File: src/rtl/mem_bus_arbiter.sv
// Two-master, one-slave data-bus arbiter and transfer sequencer.
// m0 is the core MEM-stage port and m1 is the debug/loader port. Each granted
// transfer runs IDLE -> BUSY -> DONE. Contention is resolved round-robin.
// A missing bus_ready is aborted after TIMEOUT cycles and reported through err.
module mem_bus_arbiter #(
  parameter int DATA_WIDTH = 32,
  parameter int ADDR_WIDTH = 32,
  parameter int TIMEOUT    = 16
) (
  input  logic                  clk,
  input  logic                  reset,
  input  logic                  m0_req,
  input  logic                  m0_we,
  input  logic [ADDR_WIDTH-1:0] m0_addr,
  input  logic [DATA_WIDTH-1:0] m0_wdata,
  output logic                  m0_ack,
  output logic [DATA_WIDTH-1:0] m0_rdata,
  output logic                  m0_err,
  input  logic                  m1_req,
  input  logic                  m1_we,
  input  logic [ADDR_WIDTH-1:0] m1_addr,
  input  logic [DATA_WIDTH-1:0] m1_wdata,
  output logic                  m1_ack,
  output logic [DATA_WIDTH-1:0] m1_rdata,
  output logic                  m1_err,
  output logic                  bus_re,
  output logic                  bus_we,
  output logic [ADDR_WIDTH-1:0] bus_addr,
  output logic [DATA_WIDTH-1:0] bus_wdata,
  input  logic [DATA_WIDTH-1:0] bus_rdata,
  input  logic                  bus_ready,
  output logic                  core_stall,
  output logic                  grant,
  output logic                  busy
);

  // The counter only has to reach TIMEOUT-1. With TIMEOUT=0 it just saturates.
  localparam int CW = (TIMEOUT > 1) ? $clog2(TIMEOUT) : 1;
  localparam logic [CW-1:0] CNT_LAST = (TIMEOUT > 0) ? CW'(TIMEOUT - 1) : '1;

  typedef enum logic [1:0] {
    IDLE,
    BUSY,
    DONE
  } state_t;

  state_t                  state;
  logic                    rr_last;
  logic                    we_lat;
  logic [CW-1:0]           cnt;

  logic                    any_req;
  logic                    pick;
  logic                    pick_we;
  logic [ADDR_WIDTH-1:0]   pick_addr;
  logic [DATA_WIDTH-1:0]   pick_wdata;
  logic                    timeout_hit;
  logic                    finish;
  logic [DATA_WIDTH-1:0]   cap_rdata;
  logic                    cap_err;

  // Choose the winner and its command, and decide how a BUSY cycle completes.
  always_comb begin
    any_req     = m0_req | m1_req;
    pick        = (m0_req & m1_req) ? ~rr_last : m1_req;
    pick_we     = pick ? m1_we : m0_we;
    pick_addr   = pick ? m1_addr : m0_addr;
    pick_wdata  = pick ? m1_wdata : m0_wdata;
    timeout_hit = (TIMEOUT != 0) && (cnt == CNT_LAST);
    finish      = bus_ready | timeout_hit;
    cap_rdata   = (bus_ready & ~we_lat) ? bus_rdata : '0;
    cap_err     = ~bus_ready;
  end

  // The core is held until its ack appears, so the pipeline advances on that edge.
  assign core_stall = m0_req & ~m0_ack;

  // Transfer sequencer. All bus-side and master-side outputs are registered here.
  always_ff @(posedge clk or negedge reset) begin
    if (!reset) begin
      state     <= IDLE;
      rr_last   <= 1'b1;
      we_lat    <= 1'b0;
      cnt       <= '0;
      grant     <= 1'b0;
      busy      <= 1'b0;
      bus_re    <= 1'b0;
      bus_we    <= 1'b0;
      bus_addr  <= '0;
      bus_wdata <= '0;
      m0_ack    <= 1'b0;
      m0_rdata  <= '0;
      m0_err    <= 1'b0;
      m1_ack    <= 1'b0;
      m1_rdata  <= '0;
      m1_err    <= 1'b0;
    end else begin
      m0_ack <= 1'b0;
      m1_ack <= 1'b0;
      case (state)
        IDLE: begin
          if (any_req) begin
            grant     <= pick;
            rr_last   <= pick;
            we_lat    <= pick_we;
            bus_addr  <= pick_addr;
            bus_wdata <= pick_wdata;
            bus_re    <= ~pick_we;
            bus_we    <= pick_we;
            cnt       <= '0;
            busy      <= 1'b1;
            state     <= BUSY;
          end
        end
        BUSY: begin
          if (finish) begin
            bus_re <= 1'b0;
            bus_we <= 1'b0;
            state  <= DONE;
            if (grant) begin
              m1_ack   <= 1'b1;
              m1_rdata <= cap_rdata;
              m1_err   <= cap_err;
            end else begin
              m0_ack   <= 1'b1;
              m0_rdata <= cap_rdata;
              m0_err   <= cap_err;
            end
          end else if (cnt != '1) begin
            cnt <= cnt + CW'(1);
          end
        end
        DONE: begin
          busy  <= 1'b0;
          state <= IDLE;
        end
        default: begin
          busy   <= 1'b0;
          bus_re <= 1'b0;
          bus_we <= 1'b0;
          state  <= IDLE;
        end
      endcase
    end
  end

endmodule

File: config.mk
export PLATFORM = sky130hd
export DESIGN_NAME = mem_bus_arbiter
export DESIGN_NICKNAME = d
export VERILOG_FILES = /design/src/rtl/mem_bus_arbiter.sv
export SDC_FILE = /design/constraint.sdc
export NUM_CORES = 1
export LEC_CHECK = 0
export BUFFER_PORTS_ARGS = -buffer_cell sky130_fd_sc_hd__buf_2
export CORE_ASPECT_RATIO = 0.6
export CORE_MARGIN = 2
export CORE_UTILIZATION = 45
export CTS_BUF_LIST = sky130_fd_sc_hd__clkbuf_4 sky130_fd_sc_hd__clkbuf_8
export CTS_CLUSTER_DIAMETER = 100
export DETAILED_ROUTE_END_ITERATION = 12
export HOLD_SLACK_MARGIN = 0.06
export PLACE_DENSITY = 0.79
export SYNTH_ARGS = -nofsm -noshare
export SYNTH_HDL_FRONTEND = slang
export SYNTH_SLANG_ARGS = --single-unit
File: constraint.sdc
create_clock -name clk -period 1.69 [get_ports clk]
set_input_delay 0.169 -clock clk [delete_from_list [all_inputs] [get_ports clk]]
set_output_delay 0.169 -clock clk [all_outputs]
set_load 0.01 [all_outputs]
==> results.cfg <==
[pwr]
seqPwrFrac_pct = 37.6
power.share.clock_pct = 19.7
power-per-cell-area_mw_per_mm2 = 1560
total_power_mw = 15.6
power.switching_mw = 6.04
p_sw_share_pct = 38.7
vdd_drop_max_v = 0.000934
leakage_nw = 4.89
comb_power_share_pct = 42.7
cellInternalPower_mw = 9.57

[critical_path]
path_cells = dlygate4sd3_1, buf_2, a21boi_4, buf_12, mux2i_1, o21ai_0
critPathTopFamily = buffers and inverters
crit_cells = 6
crit_path_max_incr_delay_ps = 520
endpoint_kind = flop
worstPathMaxFanout = 35
worstPathRequired_ps = 1990
r2r-start = cnt[0]
cp.arrival_ps = 1910
endpoint = bus_addr[21]
cp_slowest_cell = dlygate4sd3_1
crit_type = input port to flop
startpoint_type = input port
r2r_slack_ps = 110
critical_path.reg2reg.endpoint = cnt[2]
startpoint = m1_req
r2r_cells = 4
cp.buffers_inverters = 3

[synth]
yosysTopAreaCell = dfrtp_1
synth_area_mm2 = 0.00613
syn-instance-count = 503
syn_avg_cell_area_um2 = 12.2
synth-seq-area-share_pct = 58.8
async_flop_share_pct = 100
synth_ff_type = dfrtp_1
synth_warnings = 0
synth_top_area_share_pct = 58.4
synth_fp_nets = 671
synth_edf_count = 0
ys_seq_elements = 144
synth.top_cells.by_area = dfrtp_1 (58%), mux2i_1 (11%), o21ai_0 (11%)
synth.distinct_cells = 38

[floorplanning]
die_h_um = 94.4
die_area_mm2 = 0.0146
core_mm2 = 0.0131
rows = 32
num_io_pins = 304
die_width_um = 155
floorplan.initialDensity_pct = 47.0

[layout]
drive_above_1_share_pct = 38.1
utilization_pct = 76.6
filler_cell_count = 776
register_area_mm2 = 0.00361
area_delta_synth_final_pct = 63.2
finish.net_count = 1123
multiInputGateArea_mm2 = 0.00231
fin_cells = 1139

[route]
first_pass_iters = 6
drc = 0
via_per_inst = 5.69
dr_wl_met3_um = 1730
wirelength_um = 22200
drtIter0Drc = 468
antenna_left = 0
met1_length_um = 8410
vias = 6486
routed-wl-met2_um = 11100
top_layer = met4
routedWlPerCell_um = 19.5

[global_route]
antenna_found_initial = 0
grt_start_max_net_pins = 64
grt_usage_pct = 30.5
grt_pass1_wl_um = 34700
gr-total-overflow = 0
first_global_vias = 6818

[timing]
holdWs_ps = 128
fin_setup_tns_ps = 0
fin_skew_ps = 14.8
relSlewSlack_pct = 57.9
tightestPinTransition_ps = 631
drv_slew = 0
finalCriticalPeriod_ps = 1610
rsz0062_at_grt = false
hold_viol = 0
fmax_mhz = 621
setup_viol = 0
finalCritPeriodShare_pct = 95.3

[worst_hold_path]
hold_path.class = input port to flop

[clock_tree]
cts_tree = built
clock_tree.buffer_depth = 2
clockRootBuffer = clkbuf_8
clock_latency_ps = 440
cts_buffers = 17
path_clk_slew_ps = 80
clock-sinks = 144
htreeDepth = 4
cts_setup_buffers = 0

[place]
gp_congestion = 0.794
io_buffers = 303
dp_hpwl_um = 12800
place_inst = 945

[job]
maxCapViolations = 0

[run_status]
status = complete, no violations
==> placed cells by master (no fill, tap or decap), types with 2 or more instances in the layout <==
cell type and n:
buf_2 302, dlygate4sd3_1 160, dfrtp_1 141, o21ai_0 131
mux2i_1 66, a32o_1 64, clkbuf_8 17, buf_12 10
buf_4 9, inv_1 6, a21oi_1 6, inv_6 4
bufinv_16 4, nor2_1 3, o21ai_2 2, and3b_1 2
o221ai_1 2, nor3b_1 2, clkinvlp_4 2, clkinv_4 2
buf_6 2, dfrtp_2 2
==> logic make-up (layout without fill, tap and decap cells) <==
kind of cell | Yosys count | count (layout) | share of synthesized area [%]
compound gates | 216 | 217 | 23.7
fa+ha+maj | 1 | 1 | 0.204
buf+inv | 57 | 521 | 4.29
flops | 144 | 144 | 58.8
mux | 66 | 66 | 10.8
other cells | 0 | 1 | 0
simple gates | 19 | 19 | 2.22
==> how the worst min path moves through the flow <==
stage | start | end | cells past startpoint
final | m0_wdata[17] | bus_wdata[17] | 3
after global placement | reset | m0_rdata[7] | 1
after detailed placement | reset | m1_rdata[5] | 1
after CTS | m0_addr[25] | bus_addr[25] | 3
after floorplan | reset | bus_addr[0] | 0
after global routing | m0_wdata[17] | bus_wdata[17] | 3
==> Yosys cell counts, drive strengths merged, types with 2 or more instances <==
master	count
nor2b	2
mux2i	66
clkbuf	25
a21oi	6
o21ai	135
nor3b	3
and3b	2
nor2	3
or3b	3
o221ai	2
dfrtp	143
buf	26
a32o	64
inv	6
==> metal layers <==
layer | vias up | GRT usage, %
met5 | - | 0
met4 | 0 | 16.6
met3 | 85 | 7.34
met2 | 422 | 53.5
met1 | 3153 | 35.2
li1 | 2826 | -
==> through the flow <==
stage	worst slack [ps]	area (um2)
2_1_floorplan	190	6130
3_3_place_gp	105	7940
3_5_place_dp	57.8	7940
4_1_cts	35.0	9980
5_1_grt	1.29	10000
6_report	78.9	10000
==> layout make-up <==
type,count,area share [%]
inverter,6,0.225
antenna,1,0.0250
clock buffer,18,2.41
clock inverter,14,2.04
tap,170,2.13
timing repair buffer,483,34.0
sequential,144,36.1
multi-input combinational,303,23.1
==> sequential cells by signal (all words and copies together) (netlist names) <==
register	count
bus_addr	32
bus_wdata	32
m0_rdata	32
m1_rdata	32
cnt	4
state	2
bus_re	1
bus_we	1
busy	1
grant	1
m0_ack	1
m0_err	1
m1_ack	1
m1_err	1
rr_last	1
we_lat	1
==> repair_timing <==
action                     4_1_cts  5_1_grt
gates resized for setup          0        3
hold endpoints to repair       273        0
setup endpoints to repair        0       26
hold buffers                   160        0
==> power by group through the flow <==
stage               Clock (mW)  Combinational (mW)  Sequential, mW
floorplan                    0                2.69            6.48
global placement             0                5.97            5.76
detailed placement           0                6.21            5.86
CTS                       3.11                6.48            5.81
global route              3.27                7.20            6.04
finish                    3.08                6.66            5.87
==> worst min-delay path, delay by kind of cell <==
kind            cells  cell delay (ps)
buf+inv             1               80
compound gates      1              200
mux                 1               70
No activity file was read; power rests on OpenSTA's default activity.
